===== config.mk =====
export PLATFORM = sky130hd
export DESIGN_NAME = tank_bullet_flat
export DESIGN_NICKNAME = d
export VERILOG_FILES = /design/src/rtl/tank_game_pkg.sv /design/src/rtl/tank_bullet_if.sv /design/src/rtl/tank_bullet.sv /design/src/flat_wrapper.sv
export SDC_FILE = /design/constraint.sdc
export NUM_CORES = 1
export LEC_CHECK = 0
export BUFFER_PORTS_ARGS = -buffer_cell sky130_fd_sc_hd__buf_2
export CORE_ASPECT_RATIO = 1.1
export CORE_UTILIZATION = 60
export DETAILED_ROUTE_END_ITERATION = 8
export GPL_TIMING_DRIVEN = 0
export PLACE_DENSITY = 0.82
export SLEW_MARGIN = 20
export SYNTH_ARGS = -nofsm -noshare
export SYNTH_HDL_FRONTEND = slang
export SYNTH_SLANG_ARGS = --single-unit

===== constraint.sdc =====
create_clock -name clk_50MHz -period 6.4 [get_ports clk_50MHz]
set_input_delay 0.32 -clock clk_50MHz [delete_from_list [all_inputs] [get_ports clk_50MHz]]
set_output_delay 0.32 -clock clk_50MHz [all_outputs]
set_load 0.02 [all_outputs]

===== src/rtl/tank_game_pkg.sv =====
// Shared tank-game types and screen/tank constants.
// Used by the bullet, eagle and tank modules.
package tank_game_pkg;

  typedef enum logic [1:0] {
    UP    = 2'd0,
    RIGHT = 2'd1,
    DOWN  = 2'd2,
    LEFT  = 2'd3
  } dir_t;

  typedef enum logic [1:0] {
    IDLE    = 2'd0,
    FLYING  = 2'd1,
    EXPLODE = 2'd2
  } bullet_state_t;

  localparam int H_MAX     = 640;
  localparam int V_MAX     = 480;
  localparam int TANK_SIZE = 32;

  localparam logic [9:0] PARK_XY = 10'h3FF;

endpackage


===== src/rtl/tank_bullet_if.sv =====
// Bullet bundle: tank/VGA-side inputs and bullet outputs.
// master = game/VGA side, slave = the bullet owner.
interface tank_bullet_if;
  import tank_game_pkg::*;

  logic [9:0] x;
  logic [9:0] y;
  logic       refresh_tick;
  logic       fire;
  logic [9:0] x_tank;
  logic [9:0] y_tank;
  logic [1:0] dir;
  logic       hit;
  logic [9:0] x_bullet;
  logic [9:0] y_bullet;
  logic       bullet_active;
  logic       bullet_on;
  logic       explode_on;

  modport master (
    output x, y, refresh_tick, fire,
    output x_tank, y_tank, dir, hit,
    input  x_bullet, y_bullet,
    input  bullet_active, bullet_on, explode_on
  );

  modport slave (
    input  x, y, refresh_tick, fire,
    input  x_tank, y_tank, dir, hit,
    output x_bullet, y_bullet,
    output bullet_active, bullet_on, explode_on
  );

endinterface


===== src/rtl/tank_bullet.sv =====
// One tank projectile: launch, flight, edge/hit stop, explosion.
// Coordinate math is done 11 bits wide so off-screen is never wrapped.
module tank_bullet
  import tank_game_pkg::*;
#(
  parameter int BULLET_SPEED   = 4,
  parameter int BULLET_SIZE    = 4,
  parameter int EXPLODE_FRAMES = 8
) (
  input  logic        clk_50MHz,
  input  logic        reset,
  tank_bullet_if.slave bus
);

  localparam int CW = $clog2(EXPLODE_FRAMES + 1);

  localparam logic [10:0] HALF = 11'((TANK_SIZE - BULLET_SIZE) / 2);
  localparam logic [10:0] BS   = 11'(BULLET_SIZE);
  localparam logic [10:0] TS   = 11'(TANK_SIZE);
  localparam logic [10:0] SP   = 11'(BULLET_SPEED);
  localparam logic [10:0] HM   = 11'(H_MAX);
  localparam logic [10:0] VM   = 11'(V_MAX);
  localparam logic [10:0] HLIM = 11'(H_MAX - BULLET_SIZE);
  localparam logic [10:0] VLIM = 11'(V_MAX - BULLET_SIZE);
  localparam logic [10:0] PAD  = 11'((8 - BULLET_SIZE) / 2);
  localparam logic [10:0] EXW  = 11'd8;

  bullet_state_t state;
  dir_t          dir_q;
  logic [9:0]    xb, yb;
  logic [CW-1:0] cnt;

  logic [10:0] xt, yt, xb11, yb11, px, py;
  logic [10:0] lx, ly;
  logic        launch_ok;
  logic [9:0]  mx, my;
  logic        off_edge;
  logic        last_frame;
  logic [10:0] ex_lo, ey_lo;

  assign xt   = {1'b0, bus.x_tank};
  assign yt   = {1'b0, bus.y_tank};
  assign xb11 = {1'b0, xb};
  assign yb11 = {1'b0, yb};
  assign px   = {1'b0, bus.x};
  assign py   = {1'b0, bus.y};

  // Launch point centred on the muzzle side
  always_comb begin
    lx = xt + HALF;
    ly = yt + HALF;
    unique case (dir_t'(bus.dir))
      UP:    ly = yt - BS;
      DOWN:  ly = yt + TS;
      LEFT:  lx = xt - BS;
      RIGHT: lx = xt + TS;
    endcase
  end

  // Underflow sets bit 10, so it also fails these limits
  assign launch_ok = (lx <= HLIM) && (ly <= VLIM);

  always_comb begin
    mx       = xb;
    my       = yb;
    off_edge = 1'b0;
    unique case (dir_q)
      UP: begin
        off_edge = yb11 < SP;
        my       = yb - SP[9:0];
      end
      DOWN: begin
        off_edge = yb11 + BS + SP > VM;
        my       = yb + SP[9:0];
      end
      LEFT: begin
        off_edge = xb11 < SP;
        mx       = xb - SP[9:0];
      end
      RIGHT: begin
        off_edge = xb11 + BS + SP > HM;
        mx       = xb + SP[9:0];
      end
    endcase
  end

  assign last_frame = cnt == CW'(EXPLODE_FRAMES - 1);

  always_ff @(posedge clk_50MHz or posedge reset) begin
    if (reset) begin
      state <= IDLE;
      xb    <= PARK_XY;
      yb    <= PARK_XY;
      dir_q <= UP;
    end else begin
      unique case (state)
        IDLE: begin
          if (bus.fire && launch_ok) begin
            xb    <= lx[9:0];
            yb    <= ly[9:0];
            dir_q <= dir_t'(bus.dir);
            state <= FLYING;
          end
        end
        FLYING: begin
          if (bus.hit) begin
            state <= EXPLODE;
          end else if (bus.refresh_tick) begin
            if (off_edge) begin
              state <= EXPLODE;
            end else begin
              xb <= mx;
              yb <= my;
            end
          end
        end
        EXPLODE: begin
          if (bus.refresh_tick && last_frame) begin
            state <= IDLE;
            xb    <= PARK_XY;
            yb    <= PARK_XY;
          end
        end
        default: state <= IDLE;
      endcase
    end
  end

  always_ff @(posedge clk_50MHz or posedge reset) begin
    if (reset) begin
      cnt <= '0;
    end else if (state == EXPLODE && bus.refresh_tick) begin
      cnt <= last_frame ? '0 : cnt + 1'b1;
    end
  end

  // Explosion box is clipped at the top/left screen edge
  assign ex_lo = (xb11 < PAD) ? 11'd0 : xb11 - PAD;
  assign ey_lo = (yb11 < PAD) ? 11'd0 : yb11 - PAD;

  assign bus.x_bullet      = xb;
  assign bus.y_bullet      = yb;
  assign bus.bullet_active = state == FLYING;

  assign bus.bullet_on = (state == FLYING)
                      && px >= xb11 && px < xb11 + BS
                      && py >= yb11 && py < yb11 + BS;

  assign bus.explode_on = (state == EXPLODE)
                       && px >= ex_lo && px < xb11 - PAD + EXW
                       && py >= ey_lo && py < yb11 - PAD + EXW;

endmodule


===== src/flat_wrapper.sv =====
// flat-port wrapper written by rule: the top's interface ports become plain ports
module tank_bullet_flat import tank_game_pkg::*;
#(
  parameter int BULLET_SPEED   = 4,
  parameter int BULLET_SIZE    = 4,
  parameter int EXPLODE_FRAMES = 8
)
  (clk_50MHz, reset, bus_x, bus_y, bus_refresh_tick, bus_fire, bus_x_tank, bus_y_tank, bus_dir, bus_hit, bus_x_bullet, bus_y_bullet, bus_bullet_active, bus_bullet_on, bus_explode_on);
  tank_bullet_if bus_i ();
  input  logic clk_50MHz;
  input  logic reset;
  input wire logic [$bits(bus_i.x)-1:0] bus_x;
  input wire logic [$bits(bus_i.y)-1:0] bus_y;
  input wire logic [$bits(bus_i.refresh_tick)-1:0] bus_refresh_tick;
  input wire logic [$bits(bus_i.fire)-1:0] bus_fire;
  input wire logic [$bits(bus_i.x_tank)-1:0] bus_x_tank;
  input wire logic [$bits(bus_i.y_tank)-1:0] bus_y_tank;
  input wire logic [$bits(bus_i.dir)-1:0] bus_dir;
  input wire logic [$bits(bus_i.hit)-1:0] bus_hit;
  output wire logic [$bits(bus_i.x_bullet)-1:0] bus_x_bullet;
  output wire logic [$bits(bus_i.y_bullet)-1:0] bus_y_bullet;
  output wire logic [$bits(bus_i.bullet_active)-1:0] bus_bullet_active;
  output wire logic [$bits(bus_i.bullet_on)-1:0] bus_bullet_on;
  output wire logic [$bits(bus_i.explode_on)-1:0] bus_explode_on;
  assign bus_i.x = bus_x;
  assign bus_i.y = bus_y;
  assign bus_i.refresh_tick = bus_refresh_tick;
  assign bus_i.fire = bus_fire;
  assign bus_i.x_tank = bus_x_tank;
  assign bus_i.y_tank = bus_y_tank;
  assign bus_i.dir = bus_dir;
  assign bus_i.hit = bus_hit;
  assign bus_x_bullet = bus_i.x_bullet;
  assign bus_y_bullet = bus_i.y_bullet;
  assign bus_bullet_active = bus_i.bullet_active;
  assign bus_bullet_on = bus_i.bullet_on;
  assign bus_explode_on = bus_i.explode_on;
  tank_bullet #(.BULLET_SPEED(BULLET_SPEED), .BULLET_SIZE(BULLET_SIZE), .EXPLODE_FRAMES(EXPLODE_FRAMES)) u_core (.clk_50MHz(clk_50MHz), .reset(reset), .bus(bus_i));
endmodule

After elaboration in Yosys (flattened, before gate mapping)
Index checks and enable logic that the tools add are counted.
Widths: inputs -> output; s select.
{"block": "classes", "addsub": 19, "n_lt_le_gt_ge": 16, "eq_ne": 18, "mux": 25, "n_reduce_logical": 20}
{"cell": "$mux 10", "count": 9}
{"cell": "$pmux 10 s3", "count": 2}
{"cell": "$lt 10x11->1", "count": 4}
{"cell": "$pmux 11 s2", "count": 2}
{"cell": "$pmux 10 s2", "count": 2}
{"cell": "$add 10x3->11 const B", "count": 2}
{"cell": "$add 10x4->11 const B", "count": 2}
{"cell": "$add 10x6->11 const B", "count": 2}
{"cell": "$add 11x3->11 const B", "count": 2}
{"cell": "$add 11x4->11 const B", "count": 2}
{"cell": "$ge 10x11->1", "count": 2}
{"cell": "$mux 11", "count": 2}
{"cell": "$sub 10x2->11 const B", "count": 2}
{"cell": "$sub 10x3->11 const B", "count": 2}
{"cell": "$add 10x3->10 const B", "count": 2}
{"cell": "$ge 10x10->1", "count": 2}
{"cell": "$lt 10x2->1 const B", "count": 2}
{"cell": "$lt 10x3->1 const B", "count": 2}
{"cell": "$sub 10x3->10 const B", "count": 2}
{"cell": "$reduce_and 7->1", "count": 2}
{"cell": "$logic_and 1x1->1", "count": 12}
{"cell": "$gt 11x10->1 const B", "count": 1}
{"cell": "$gt 11x9->1 const B", "count": 1}
{"cell": "$le 11x10->1 const B", "count": 1}
{"cell": "18 further kinds", "count": 34}
{"block": "word_totals", "reg_bits": 28, "inputBits": 47, "output_inout_bits": 23, "word_cells": 103}

Logic depth before layout (Yosys ltp)
{"block": "logic_depth", "ltp_word": 8, "mapped_depth": 18, "depth_no_buf": 17}

Worst setup path before layout
No wires, ideal clock.
{"block": "synth_timing", "path_type": "register -> output", "startpoint": "register u_core.yb[4], in the netlist u_core.bus.y_bullet[4]", "endpoint": "output port bus_explode_on", "arrival_ns": 4.042, "required_time_ns": 6.080, "path_slack_ns": 2.038, "stages_incl_launch_ff": 18, "n_path_buf": 3, "cell_sequence": "dfstp_2 > clkbuf_1 > clkbuf_1 > nor4_1 > nand4_1 > nand2b_1 > clkbuf_1 > and2_1 > ha_1 > nand2b_1 > a21o_1 > a21o_1 > a21o_1 > a21o_1 > a211oi_1 > o21ai_0 > o211ai_1 > a2111oi_0"}
{"block": "synth_via", "elab_chain_len": 5, "elab_cells_between_ends": 8, "cone_classes": "add/sub (2); order compare (3); mux (1); reduce/logical (2)"}
{"item": "start: declaration", "line_no": "tank_bullet.sv:30", "text": "logic [9:0] xb, yb;"}
{"item": "start signal: assignment", "line_no": "tank_bullet.sv:100", "text": "yb <= ly[9:0];"}
{"item": "start signal: assignment", "line_no": "tank_bullet.sv:113", "text": "yb <= my;"}
{"item": "parallel branches: the longest is 4 deep, another holds $sub 10x2->11"}
{"item": "$logic_and 1x1->1 *", "line_no": "tank_bullet.sv:151", "text": "&& py >= ey_lo && py < yb11 - PAD + EXW;"}
{"item": "end: declaration", "line_no": "flat_wrapper.sv:24", "text": "output wire logic [$bits(bus_i.explode_on)-1:0] bus_explode_on;"}
Mark *: on every way between the ends.

Worst setup path after layout
Ends and elaborated chain as after synthesis.

==> metrics.yaml <==
status: "complete, no violations"
fmaxAchievable_mhz: 205
drc_errors: 0
ir_worst_vdd_mv: 0.178
timing.setup.tns_ns: 0
hp-class: "in2async"
fill_cells: 815
cts_buffer_depth: 2
rr_worst_depth: 12
hold_violations: 0
die_y_um: 105
start_util: 0.616
wire_per_inst_um: 15.8
cts.sinks: 28
antenna_cells: 0
core_um2: 9350
gp_congestion: 0.904
p_leak_nw: 3.01
drv_cap: 0
grt_pass1_vias: 5390
drt_wl_total_um: 14600
period_needed_ns: 4.88
required_ns: 6.08
clkLatencyLatePin_ns: 0.29
hold_slack_ns: 0.0754
cp.arrival_ns: 4.56
path_buf_inv: 4
cpPeakStageDelay_ns: 0.63
netlist_instances: 736
dieWidth_um: 95.4
drive_above_1_share: 0.152
finalClockSkew_ns: 0.00292
crit_family: "simple AND/OR/NAND/NOR gates"
cts_resized: 0
synthArstFlopShare: 1.00
drv_slew: 0
place_hpwl_um: 12100
synth_area_um2: 5760
grt_usage: 0.299
drt_iter0_drc: 388
crit_path_max_fanout: 10
path_depth: 18
seq_area_frac_synth: 0.126
overflow: 0
worstSetupStartpointType: "flip-flop"
num_io_pins: 70
cts_made_buffers: 3
synth_edf_count: 0
relSlewSlack: 0.458
end_kind: "output port"
antenna_found_initial: 0
synthMuxAreaShare: 0.0702
post_cts_buffers: 0
synth_fa_ha_area_frac: 0.230
syn2layout_area_growth_pct: 9.60
synth_compound_area_frac: 0.205
grt_pass1_wl_um: 24400
htreeDepth: 1
synth_top_flop_cell: "dfstp_2"
yosys_warnings: 0
die-area_um2: 9990
first_pass_iters: 5
crit_chain: "clkbuf_1 > clkbuf_1 > nor4_1 > nand4_1 > nand2b_1 > clkbuf_1 > and2_1 > ha_1 > nand2b_1 > a21o_1 > a21o_1 > a21o_1 > a21o_1 > a211oi_1 > o21ai_0 > o211ai_1 > a2111oi_0 > buf_2"
worstMarginPinSlew_ns: 0.805
worst-setup-path-type: "reg2out"
synth.ff_latch_count: 28
synth_top_family_by_area: "adder cells"
finalSetupViolCount: 0
root_buffer: "clkbuf_8"
postRouteAntennaNets: 0
synth_xor_area_frac: 0.103
holdBufCountCts: 0
fin_crit_sh: 0.763
cpMaxStageDelayCell: "nor4_1"
grt_max_degree: 29
rows: 37
num_vias: 5645
numPortBuffers: 67
syn_nets: 889
rsz0062_at_grt: "no"
path_clk_slew_ns: 0.10
nNetsFinal: 961
power.density_nw_per_um2: 526
yosys.area_share.simple: 0.206
syn_avg_cell_area_um2: 7.82
via_per_inst: 6.11
critPathMostFrequentCell: "a21o_1"
cts_tree: "done"
synth_cell_types: 65
-- cells in the mapped netlist (13+ instances only) --
| cell | instances | share of area |
|---|---|---|
| a21o_1 | 21 | 0.027 |
| a21oi_1 | 57 | 0.050 |
| clkbuf_1 | 21 | 0.014 |
| dfstp_2 | 20 | 0.091 |
| ha_1 | 106 | 0.23 |
| inv_1 | 49 | 0.032 |
| mux2i_1 | 25 | 0.043 |
| nand2_1 | 63 | 0.041 |
| nand2b_1 | 15 | 0.016 |
| nand3_1 | 31 | 0.027 |
| nor2_1 | 30 | 0.020 |
| nor2b_1 | 13 | 0.014 |
| o21ai_0 | 41 | 0.036 |
| xnor2_1 | 56 | 0.085 |
-- path summary, 6_finish.rpt --
| path | startpoint | to | slack (ns) |
|---|---|---|---|
| setup / recovery | u_core.bus.y_bullet[4]$_DFFE_PP1P_ | bus_explode_on | 1.52 |
| hold / removal | reset | u_core.cnt[2]$_DFFE_PP0P_ | 0.08 |
| setup reg to reg | u_core.bus.y_bullet[2]$_DFFE_PP1P_ | u_core.state[0]$_DFFE_PP0P_ | 2.75 |
| hold reg to reg | u_core.cnt[2]$_DFFE_PP0P_ | u_core.cnt[2]$_DFFE_PP0P_ | 0.51 |
| max in group asynchronous | reset | u_core.state[0]$_DFFE_PP0P_ | 5.94 |
| min in group clk_50MHz | bus_refresh_tick | u_core.cnt[2]$_DFFE_PP0P_ | 0.37 |
-- per-layer routing --
layer,routed length (µm),GRT usage,part of all wire,vias to the layer above
met5,0,0,0,-
met4,282,0.0864,0.019,0
met3,655,0.0218,0.045,24
met2,7160,0.510,0.49,168
met1,6510,0.399,0.45,2655
li1,-,-,-,2798
-- state kept, by name, summed over array words and instances (netlist names) --
signal	cells
u_core.bus.x_bullet	10
u_core.bus.y_bullet	10
u_core.cnt	4
u_core.dir_q	2
u_core.state	2
-- where the power goes --
| part | internal [mW] | total (mW) | switching, mW |
|---|---|---|---|
| Combinational | 1.15 | 2.73 | 1.59 |
| Sequential | 0.323 | 0.437 | 0.114 |
| Clock | 0.0841 | 0.146 | 0.0617 |
-- metrics by stage --
step	power, mW	area [µm²]	std cells	worst slack [ns]	utilization
3_3_place_gp	3.02	6240	920	1.98	0.667
6_report	3.32	6310	924	1.52	0.675
5_1_grt	3.66	6310	924	1.21	0.675
2_1_floorplan	2.50	5760	736	2.04	-
3_5_place_dp	3.14	6240	920	1.90	0.667
4_1_cts	3.30	6310	924	1.56	0.675
-- cells by family (layout without fill, tap and decap cells) --
| family | after synthesis | after routing |
|---|---|---|
| compound gates | 182 | 182 |
| xor+xnor | 68 | 68 |
| buf+inv | 86 | 157 |
| fa+ha+maj | 106 | 106 |
| simple gates | 228 | 228 |
| flops | 28 | 28 |
| mux | 38 | 38 |
-- cell type report --
cell class	count	area [µm²]	area share
sequential	28	726	0.115
clock buffer	3	41.3	0.00654
tap	117	146	0.0232
clock inverter	1	30.0	0.00476
timing repair buffer	67	335	0.0531
multi-input combinational	622	4690	0.743
buffer	32	139	0.0220
inverter	54	203	0.0321
-- worst reg2reg max path: stages, from the launching register on --
cell      delay, ns
dfstp_2        0.58
clkbuf_1       0.33
inv_1          0.28
ha_1           0.43
nor2b_1        0.23
nor3_1         0.08
mux2_2         0.27
a221o_1        0.38
a22oi_1        0.24
o211ai_1       0.16
a41oi_1        0.28
a21oi_1        0.13
mux2i_1        0.16
-- placed cells by master, fill, tap and decap left out, drive strengths merged, types with 6 or more instances in the layout --
| cell type | count |
|---|---|
| ha | 106 |
| buf | 78 |
| nand2 | 63 |
| a21oi | 57 |
| xnor2 | 56 |
| inv | 49 |
| o21ai | 42 |
| nand3 | 31 |
| nor2 | 30 |
| mux2i | 25 |
| clkbuf | 24 |
| a21o | 21 |
| dfstp | 20 |
| nand2b | 16 |
| nor2b | 13 |
| mux2 | 13 |
| xor2 | 12 |
| nor4 | 12 |
| nor3 | 12 |
| and2 | 10 |
| nand4 | 9 |
| dfrtp | 8 |
| o211ai | 7 |
| nor3b | 6 |
Power figures use the tool's default switching activity.
